===== config.mk =====
export PLATFORM = sky130hd
export DESIGN_NAME = uart_regfile_v2
export DESIGN_NICKNAME = d
export VERILOG_FILES = /design/src/rtl/uart_regfile_v2.sv
export SDC_FILE = /design/constraint.sdc
export NUM_CORES = 1
export LEC_CHECK = 0
export ABC_CLOCK_PERIOD_IN_PS = 1800
export BUFFER_PORTS_ARGS = -buffer_cell sky130_fd_sc_hd__buf_2
export CORE_MARGIN = 2
export CORE_UTILIZATION = 35
export DETAILED_ROUTE_END_ITERATION = 10
export HOLD_SLACK_MARGIN = 0.15
export PLACE_DENSITY_LB_ADDON = 0.2
export REMOVE_ABC_BUFFERS = 1
export SLEW_MARGIN = 10
export SYNTH_ARGS = -nofsm -noshare
export SYNTH_HDL_FRONTEND = slang
export SYNTH_SLANG_ARGS = --single-unit

===== constraint.sdc =====
create_clock -name clk -period 1.8 [get_ports clk]
set_input_delay 0.27 -clock clk [delete_from_list [all_inputs] [get_ports clk]]
set_output_delay 0.27 -clock clk [all_outputs]
set_load 0.02 [all_outputs]

===== src/rtl/uart_regfile_v2.sv =====
// rtl/uart_regfile_v2.sv - UART register file: CTRL/STATUS/DATA/INT/BAUD behind a cs/wen bus
// Registered reads, FIFO push/pop strobes, and W1C interrupt pending bits.
module uart_regfile_v2 #(
  parameter int          DATA_W      = 32,
  parameter int          ADDR_W      = 8,
  parameter int          LVL_W       = 5,
  parameter int          DIV_W       = 16,
  parameter int unsigned DEFAULT_DIV = 27
) (
  input  logic              clk,
  input  logic              reset,
  input  logic              cs,
  input  logic              wen,
  input  logic [ADDR_W-1:0] addr,
  input  logic [DATA_W-1:0] wdata,
  output logic [DATA_W-1:0] rdata,
  output logic              rvalid,
  output logic [4:0]        word_length,
  output logic              num_stop_bits,
  output logic              oversample_by_3,
  output logic              enable_uart,
  output logic              parity_en,
  output logic              parity_odd,
  output logic [DIV_W-1:0]  baud_div,
  output logic              tx_push,
  output logic [7:0]        tx_wdata,
  input  logic              tx_full,
  input  logic              tx_empty,
  input  logic [LVL_W-1:0]  tx_level,
  output logic              rx_pop,
  input  logic [7:0]        rx_rdata,
  input  logic              rx_empty,
  input  logic [LVL_W-1:0]  rx_level,
  input  logic              rx_overrun,
  input  logic              frame_err,
  output logic              irq
);

  localparam logic [ADDR_W-1:0] A_CTRL   = ADDR_W'(8'h00);
  localparam logic [ADDR_W-1:0] A_STATUS = ADDR_W'(8'h04);
  localparam logic [ADDR_W-1:0] A_DATA   = ADDR_W'(8'h08);
  localparam logic [ADDR_W-1:0] A_INT_EN = ADDR_W'(8'h0C);
  localparam logic [ADDR_W-1:0] A_PEND   = ADDR_W'(8'h10);
  localparam logic [ADDR_W-1:0] A_BAUD   = ADDR_W'(8'h14);

  logic [9:0]        ctrl_q, ctrl_d;
  logic [DIV_W-1:0]  baud_q, baud_d;
  logic [5:0]        int_en_q, int_en_d;
  logic [5:0]        pend_q, pend_d;
  logic [DATA_W-1:0] rdata_q, rdata_d;
  logic              rvalid_q, rvalid_d;
  logic              tx_push_q, tx_push_d;
  logic [7:0]        tx_wdata_q, tx_wdata_d;
  logic              rx_pop_q, rx_pop_d;
  logic              irq_q, irq_d;
  logic              tx_empty_q, tx_empty_d;

  logic              wr, rd;
  logic [5:0]        pend_set, pend_clr;
  logic [DATA_W-1:0] status;

  assign wr = cs & wen;
  assign rd = cs & ~wen;

  always_comb begin
    status                = '0;
    status[0]             = rx_empty;
    status[1]             = tx_full;
    status[2]             = tx_empty;
    status[8 +: LVL_W]    = rx_level;
    status[16 +: LVL_W]   = tx_level;
  end

  always_comb begin
    ctrl_d     = ctrl_q;
    baud_d     = baud_q;
    int_en_d   = int_en_q;
    rdata_d    = rdata_q;
    rvalid_d   = 1'b0;
    tx_push_d  = 1'b0;
    tx_wdata_d = tx_wdata_q;
    rx_pop_d   = 1'b0;
    pend_set   = {2'b00, frame_err, rx_overrun, tx_empty & ~tx_empty_q, ~rx_empty};
    pend_clr   = '0;

    if (wr) begin
      case (addr)
        A_CTRL:   ctrl_d = wdata[9:0];
        A_DATA: begin
          if (!tx_full) begin
            tx_push_d  = 1'b1;
            tx_wdata_d = wdata[7:0];
          end else begin
            pend_set[4] = 1'b1;
          end
        end
        A_INT_EN: int_en_d = wdata[5:0];
        A_PEND:   pend_clr = wdata[5:0];
        A_BAUD:   baud_d = wdata[DIV_W-1:0];
        default:  ;
      endcase
    end

    if (rd) begin
      rvalid_d = 1'b1;
      case (addr)
        A_CTRL:   rdata_d = DATA_W'(ctrl_q);
        A_STATUS: rdata_d = status;
        A_DATA: begin
          if (!rx_empty) begin
            rdata_d  = DATA_W'(rx_rdata);
            rx_pop_d = 1'b1;
          end else begin
            rdata_d     = '0;
            pend_set[5] = 1'b1;
          end
        end
        A_INT_EN: rdata_d = DATA_W'(int_en_q);
        A_PEND:   rdata_d = DATA_W'(pend_q);
        A_BAUD:   rdata_d = DATA_W'(baud_q);
        default:  rdata_d = '0;
      endcase
    end

    // Set is OR-ed in after the clear so a same-cycle event survives a W1C.
    pend_d     = (pend_q & ~pend_clr) | pend_set;
    irq_d      = |(pend_q & int_en_q);
    tx_empty_d = tx_empty;
  end

  always_ff @(posedge clk) begin
    if (reset) begin
      ctrl_q     <= '0;
      baud_q     <= DIV_W'(DEFAULT_DIV);
      int_en_q   <= '0;
      pend_q     <= '0;
      rdata_q    <= '0;
      rvalid_q   <= 1'b0;
      tx_push_q  <= 1'b0;
      tx_wdata_q <= '0;
      rx_pop_q   <= 1'b0;
      irq_q      <= 1'b0;
      tx_empty_q <= 1'b1;
    end else begin
      ctrl_q     <= ctrl_d;
      baud_q     <= baud_d;
      int_en_q   <= int_en_d;
      pend_q     <= pend_d;
      rdata_q    <= rdata_d;
      rvalid_q   <= rvalid_d;
      tx_push_q  <= tx_push_d;
      tx_wdata_q <= tx_wdata_d;
      rx_pop_q   <= rx_pop_d;
      irq_q      <= irq_d;
      tx_empty_q <= tx_empty_d;
    end
  end

  assign rdata           = rdata_q;
  assign rvalid          = rvalid_q;
  assign word_length     = ctrl_q[4:0];
  assign num_stop_bits   = ctrl_q[5];
  assign oversample_by_3 = ctrl_q[6];
  assign enable_uart     = ctrl_q[7];
  assign parity_en       = ctrl_q[8];
  assign parity_odd      = ctrl_q[9];
  assign baud_div        = baud_q;
  assign tx_push         = tx_push_q;
  assign tx_wdata        = tx_wdata_q;
  assign rx_pop          = rx_pop_q;
  assign irq             = irq_q;

endmodule


-- Word level (Yosys, flattened, before mapping)
Index checks and enable logic that the tools add are counted.
- output and inout bits: 70
- register bits: 83
- input port bits: 67
- word-level logic and storage cells: 51
- equality and inequality tests: 5
- bitwise logic cells: 14
- reduce and logical (&&, ||, !) cells: 8
- mux-type cells: 13
- operators by type and width (kind ; count):
    one-hot mux 21 bit (6 select lines) ; 1
    equality test 8 x 4 -> 1 bit, second input constant ; 2
    equality test 8 x 5 -> 1 bit, second input constant ; 2
    bitwise AND 6 bit ; 2
    2-to-1 mux 6 bit ; 2
    2-to-1 mux 1 bit ; 9
    equality test 8 x 3 -> 1 bit, second input constant ; 1
    zero test 8 bit ; 1
    2-to-1 mux 8 bit ; 1
    inverter 1 bit ; 7
    inverter 6 bit ; 1
    OR 6 bit ; 1
    AND reduction 2 bit ; 3
    OR reduction 3 bit ; 2
    OR reduction 6 bit ; 1
    bitwise AND 1 bit ; 3
    AND reduction 3 bit ; 1

-- Longest topological paths before layout
Gate-level depths: netlist (run 1).
- depth after elaboration: 6
- gate-level depth with buffers: 6

-- Worst setup path before layout (run 1)
OpenSTA, ideal clock, no wires.
- kind: input port to flip-flop
- start point: input addr[5]
- end point: register tx_wdata_q[4], in the netlist tx_wdata[4]
- cell stages on the path: 5
- arrival: 1.765 ns
- data required time: 1.672 ns
- setup time: 0.128 ns
- slack: -0.093 ns
- cells stage by stage: or4_4 buf_6 nor4_4 mux2i_1 nor2_1
- cells in the longest elaborated chain, start to end: 2
- ends and longest elaborated chain (item ; RTL line ; source):
    start: declaration ; 14 ; input logic [ADDR_W-1:0] addr,
    equality test 8 x 4 -> 1 bit ; 87 ; case (addr)
    AND reduction 3 bit (no line) ; n/a ;
    end signal: assignment ; 152 ; tx_wdata_q <= tx_wdata_d;
    end: declaration ; 53 ; logic [7:0] tx_wdata_q, tx_wdata_d;
No other way between the ends.
A chain may end at the register's enable or synchronous reset.

-- Worst setup path in the final report (run 1)
- start point: input addr[5]
- end point: register rdata_q[1], in the netlist rdata[1]
- cells in the longest elaborated chain, start to end: 2
- elaborated cells between the ends (all ways): 7
- ends and longest elaborated chain (item ; RTL line ; source):
    equality test 8 x 5 -> 1 bit, or another cell as far along ; 106 ; case (addr)
    one-hot mux 21 bit (6 select lines) * ; 106 ;
    end signal: assignment ; 149 ; rdata_q <= rdata_d;
    end: declaration ; 50 ; logic [DATA_W-1:0] rdata_q, rdata_d;
Every way passes the cells marked *; elsewhere a longest branch is shown, timed or not.

==> results of run 1 <==
[where the power goes]
| part | total [W] | internal [W] | switching, W |
|---|---|---|---|
| Sequential | 0.00162 | 0.00161 | 0.00000909 |
| Combinational | 0.000303 | 0.000126 | 0.000177 |
| Clock | 0.00147 | 0.000860 | 0.000612 |
| Total | 0.00339 | 0.00259 | 0.000797 |
[cells in the mapped netlist, types with 3 or more instances]
| master | instances | area, um2 |
|---|---|---|
| dfxtp_1 | 72 | 1441 |
| nor2_1 | 58 | 217.7 |
| mux2i_1 | 38 | 380.4 |
| a22oi_1 | 18 | 135.1 |
| clkbuf_1 | 14 | 52.55 |
| a21oi_1 | 13 | 65.06 |
| buf_4 | 12 | 90.09 |
| nand2_1 | 8 | 30.03 |
| a211oi_1 | 7 | 52.55 |
| nand4_1 | 7 | 43.79 |
| mux2_2 | 6 | 67.56 |
| nor2b_1 | 5 | 31.28 |
| a211o_1 | 4 | 35.03 |
| inv_1 | 4 | 15.01 |
| nand3_1 | 4 | 20.02 |
| o21ai_0 | 4 | 20.02 |
| o2bb2ai_1 | 4 | 35.03 |
| a221oi_1 | 3 | 26.28 |
| and3_1 | 3 | 18.77 |
| nor3_1 | 3 | 15.01 |
| nor4b_1 | 3 | 26.28 |
[repair_timing]
| item | in CTS | in global routing |
|---|---|---|
| buffers inserted | 0 | 0 |
| hold endpoints to repair | 5 | 0 |
| hold buffers | 5 | 0 |
[layout make-up]
class                   instances  area [um2]
fillers                       873        4377
multi-input cells             227        1540
flip-flops and latches         72        1441
repair buffers                158       938.4
clock buffers                  12       155.1
well taps                     108       135.1
clock inverters                 4       76.32
inverters                       4       15.01
[layer usage]
layer / vias to the layer above / GRT usage / part of all wire / routed length (um)
met4: 0 / 0.05901 / 0.015 / 144
met1: 1412 / 0.2477 / 0.44 / 4099
li1: 1454 / - / - / -
met5: - / 0 / 0 / 0
met2: 76 / 0.3250 / 0.50 / 4619
met3: 11 / 0.04223 / 0.046 / 430
[stage by stage]
step	instance area, um2	cells	hold WS (ps)	setup slack [ps]
final	4302	585	161.9	240.4
after global routing	4302	585	162.3	92.88
after CTS	4302	585	153.9	243.7
after detailed placement	4020	564	448.1	-118.8
after global placement	4020	564	439.2	-104.1
after floorplan	2990	303	339.1	-1968
[critical path, cell delays in order]
cell,delay (ps)
buf_2,110
or4_4,620
nor3_2,340
buf_4,190
a21oi_1,60
a211oi_1,220
[flip-flops by register name, indices dropped and copies added, names as in the netlist]
signal / cells
baud_div: 16
irq: 1
tx_empty_q: 1
rvalid: 1
ctrl_q: 10
pend_q: 6
int_en_q: 6
tx_wdata: 8
rdata: 21
tx_push: 1
rx_pop: 1
[placed cells by master, fill, tap and decap left out, drive strengths merged, types with 5 or more instances in the layout]
cell	synthesis	routed
nand4	7	7
nor3	5	5
conb	1	11
mux2i	38	38
nor2	58	58
nor2b	5	5
nand2	8	8
dfxtp	72	72
a211oi	7	7
a21oi	13	13
a22oi	18	18
clkbuf	14	12
buf	15	153
mux2	6	6
dlygate4sd3	0	5
[how the worst max path moves through the flow]
| stage | start | endpoint | slack, ps | cells after the start |
|---|---|---|---|---|
| floorplan | addr[5] | baud_div[0] | -1970 | 4 |
| global placement | addr[5] | rdata[1] | -100 | 6 |
| detailed placement | addr[5] | tx_wdata[7] | -120 | 6 |
| CTS | addr[5] | int_en_q[0] | 240 | 6 |
| global route | addr[2] | pend_q[1] | 90 | 7 |
| finish | addr[5] | rdata[1] | 240 | 6 |
[logic make-up (layout without fill, tap and decap cells)]
group	count (synthesis)	in the layout	synth area share
compound gates	59	59	0.1341
buf+inv	33	178	0.05702
flops	72	72	0.4626
mux	46	46	0.1582
other cells	1	11	0.001204
simple gates	111	111	0.1867
==> flow_summary_export.csv, run 1 <==
group,metric,value,unit
critical_path,worstPathRequired,2060,ps
min_path,hold_depth,3,
drt,drt-initial-drc-count,158,
drt,wire_per_inst,15.89,um
die,num_rows,34,
outcome,status,"finished clean",
synth,avgSynthCellArea,9.675,um2
critical_path,cp-end-kind,"flip-flop",
critical_path,reg2reg_from,"pend_q[2]",
grt,grt_pass1_wl,14.73,mm
drt,dr_total_vias,2953,
timing,setup_tns,0,ps
timing,clock.fmax,0.6412,GHz
timing,tightest_slew,568.3,ps
drt,drtPass1Iterations,4,
layout,drive_gt1_frac,0.3857,
placement,port_buffers,109,
pwr,ir_drop,366.1,uV
timing,hold_viol_final,0,
synth,netlist_instances,322,
clocking,cts_tree,"done",
layout,layout.nets,539,
grt,grt_pass1_vias,2833,
clocking,cts_root_buffer,"clkbuf_8",
placement,place.gp.congestion,0.8652,
run,drv_cap,0,
synth,ys_seq_area_frac,0.4627,
grt,grt_max_degree,18,
critical_path,crit_path_start_kind,"input pin",
grt,antenna_found_initial,0,
synth,synth_seq_cells,72,
critical_path,r2r_setup_slack,580,ps
pwr,power.density,788.3,nW/um2
clocking,path_clk_slew,80,ps
layout,syn2layout_area_growth,38.07,%
synth,synth_edf_count,0,
die,initial_core_util,0.3590,
clocking,clock_latency,350,ps
synth,synth_ff_type,"dfxtp_1",
timing,relSlewSlack,0.6177,
critical_path,cp_max_fo,7,
timing,finalSetupViolCount,0,
layout,final_core_util,0.4957,
timing,clock_skew,13.86,ps
synth,synth_async_sr_flop_share,0,
die,ios,137,
die,dieHeight,98.35,um
critical_path,worstSetupPathType,"input pin to flip-flop",
clocking,clock_path_buffers,2,
timing,fin_crit_sh,0.8664,
pwr,power_leakage,1.933,nW
synth,synthesis.area,3115,um2
clocking,cts_max_level,3,
min_path,hold_start,"rx_overrun",
drt,wirelength,9.294,mm
die,dieWidth,98.35,um
min_path,hp-class,"input pin to flip-flop",
drt,drc,0,
critical_path,worstReg2RegEnd,"rdata[2]",
grt,gr-total-overflow,0,
timing,rsz0062_at_grt,"no",
critical_path,cp.arrival,1820,ps
synth,yosysWarnings,0,
timing,post-route-min-period,1560,ps
clocking,cts.sinks,72,
grt,track_usage,0.1930,
pwr,power.total,0.003391,W
synth,synth_cell_types,42,
clocking,cts_buffers,9,
min_path,hold_end,"pend_q[2]",
die,die-area,9672,um2
drt,ant_nets,0,
timing,slew_viol_final,0,
drt,drt-vias-per-instance,5.048,
critical_path,r2r_cells,4,
layout,diodes,0,
die,core-area,8678,um2
placement,dp_hpwl,7.056,mm
clocking,cts_resized,0,
Power figures use the tool's default switching activity.
==> inputs of run 2 (changes only) <==
- CELL_PAD_IN_SITES_DETAIL_PLACEMENT: not set -> 0
- CELL_PAD_IN_SITES_GLOBAL_PLACEMENT: not set -> 1
- CORE_UTILIZATION: 35 -> 31
==> flow_summary_export.csv, run 2 (same netlist as run 1, synthesis figures left out) <==
group,metric,value,unit
outcome,status,"finished clean",
die,ios,137,
critical_path,cp.arrival,1880,ps
pwr,p_int,0.002379,W
min_path,hold_depth,3,
die,dieWidth,104.3,um
placement,port_buffers,109,
layout,final_cell_mix,"109 x buf_2, 72 x dfxtp_1, 58 x nor2_1",
layout,diodes,0,
die,initial_core_util,0.3187,
pwr,p_clk_frac,0.390,
die,num_rows,36,
grt,grt_pass1_wl,15.37,mm
timing,setup_tns,0,ps
critical_path,cp_top_family,"simple AND/OR/NAND/NOR gates",
pwr,power.density,732.2,nW/um2
drt,drc,0,
critical_path,worstReg2RegEnd,"rdata[0]",
timing,slew_viol_final,0,
clocking,cts_buffers,9,
clocking,cts.sinks,72,
drt,wirelength,9.626,mm
timing,hold_viol_final,0,
min_path,hp-class,"input pin to flip-flop",
grt,grt_pass1_vias,2920,
clocking,cts_root_buffer,"clkbuf_8",
drt,dr_total_vias,2956,
critical_path,max_stage_delay,450,ps
drt,drtPass1Iterations,4,
clocking,cts_max_level,3,
clocking,clock_path_buffers,2,
critical_path,cp_slowest_cell,"or3_1",
drt,wire_per_inst,15.70,um
critical_path,worst-path-buf-inv,2,
pwr,ir_drop,319.8,uV
grt,track_usage,0.1823,
min_path,hold_end,"rdata[20]",
layout,fill_cells,1003,
layout,largest_reg_flops,21,
die,core-area,9774,um2
clocking,clock_latency,350,ps
pwr,power_frac_seq,0.511,
clocking,cts_tree,"done",
critical_path,reg2reg_from,"ctrl_q[0]",
drt,drt-vias-per-instance,4.822,
critical_path,cp-end-kind,"flip-flop",
pwr,switching_power,0.0007891,W
critical_path,path_cells,"buf_2 > or3_1 > nor4b_2 > buf_4 > nor2b_1 > a211o_1",
timing,clock_skew,5.503,ps
timing,holdWs,156.0,ps
critical_path,r2r_setup_slack,630,ps
timing,clock.fmax,0.6127,GHz
placement,dp_hpwl,7.220,mm
layout,layout.nets,542,
pwr,switching_share,0.2491,
pwr,combPwrFrac,0.099,
grt,grt_max_degree,37,
placement,place.gp.congestion,0.7747,
timing,finalSetupViolCount,0,
run,drv_cap,0,
critical_path,worstPathRequired,2050,ps
layout,drive_gt1_frac,0.3771,
die,dieHeight,104.3,um
clocking,path_clk_slew,80,ps
layout,multiInputGateArea,1540,um2
clocking,postCtsSetupRepairBufs,0,
drt,ant_nets,0,
grt,antenna_found_initial,0,
timing,post-route-min-period,1632,ps
layout,register_area,1441,um2
grt,gr-total-overflow,0,
pwr,power_leakage,1.932,nW
critical_path,r2r_cells,3,
timing,rsz0062_at_grt,"no",
timing,relSlewSlack,0.6397,
timing,tightest_slew,535.5,ps
layout,syn2layout_area_growth,38.88,%
min_path,hold_start,"tx_level[4]",
critical_path,worstSetupPathType,"input pin to flip-flop",
layout,final_core_util,0.4427,
layout,mostFrequentLayoutCell,"buf_2",
timing,fin_crit_sh,0.9068,
critical_path,crit_path_start_kind,"input pin",
critical_path,cp_max_fo,7,
drt,drt-initial-drc-count,102,
die,die-area,10870,um2
-- run 2: power by group through the flow --
stage	Combinational (W)	Sequential (W)	Clock [W]
2_1_floorplan	0.0000961	0.00166	0
3_3_place_gp	0.000299	0.00165	0
3_5_place_dp	0.000300	0.00165	0
4_1_cts	0.000317	0.00162	0.00127
5_1_grt	0.000345	0.00162	0.00135
6_report	0.000315	0.00162	0.00124
-- run 2: worst reg2reg max path, cell delays in order (launching register included) --
cell and delay, ps:
dfxtp_1 340, mux4_2 460, a22oi_1 150, a211oi_1 90
-- run 2: how the worst max path moves through the flow --
stage | from | end | slack, ps | cells after the start
4_1_cts | addr[5] | baud_div[4] | 190 | 6
2_1_floorplan | addr[5] | baud_div[0] | -1970 | 4
6_report | addr[5] | baud_div[3] | 170 | 6
3_3_place_gp | addr[5] | baud_div[4] | -170 | 6
3_5_place_dp | addr[5] | baud_div[3] | -180 | 6
5_1_grt | addr[1] | pend_q[1] | 90 | 7
-- run 2: final cells by class --
cell class / instances / share of cell area
flip-flops and latches: 72 / 0.3331
clock buffers: 12 / 0.03123
clock inverters: 4 / 0.01041
inverters: 4 / 0.003470
repair buffers: 161 / 0.2273
multi-input cells: 227 / 0.3560
well taps: 133 / 0.03846
-- run 2: metal layers --
metal,global-route usage,part of all wire,vias to the layer above
met1,0.2347,0.46,1403
met4,0.07915,0.026,0
met3,0.04511,0.041,18
met2,0.2899,0.47,79
met5,0,0,-
li1,-,-,1456
-- run 2: metrics by stage --
| step | setup slack, ps | area (um2) | std cells | total power [W] |
|---|---|---|---|---|
| 2_1_floorplan | -1968 | 2990 | 303 | 0.001760 |
| 3_3_place_gp | -170.6 | 4056 | 588 | 0.001953 |
| 3_5_place_dp | -181.0 | 4056 | 588 | 0.001955 |
| 4_1_cts | 190.1 | 4327 | 613 | 0.003203 |
| 5_1_grt | 90.97 | 4327 | 613 | 0.003313 |
| 6_report | 167.8 | 4327 | 613 | 0.003168 |
-- run 2: timing repair --
item | 4_1_cts | 5_1_grt
hold buffers | 9 | 0
hold endpoints to repair | 9 | 0
gates resized for setup | 0 | 0
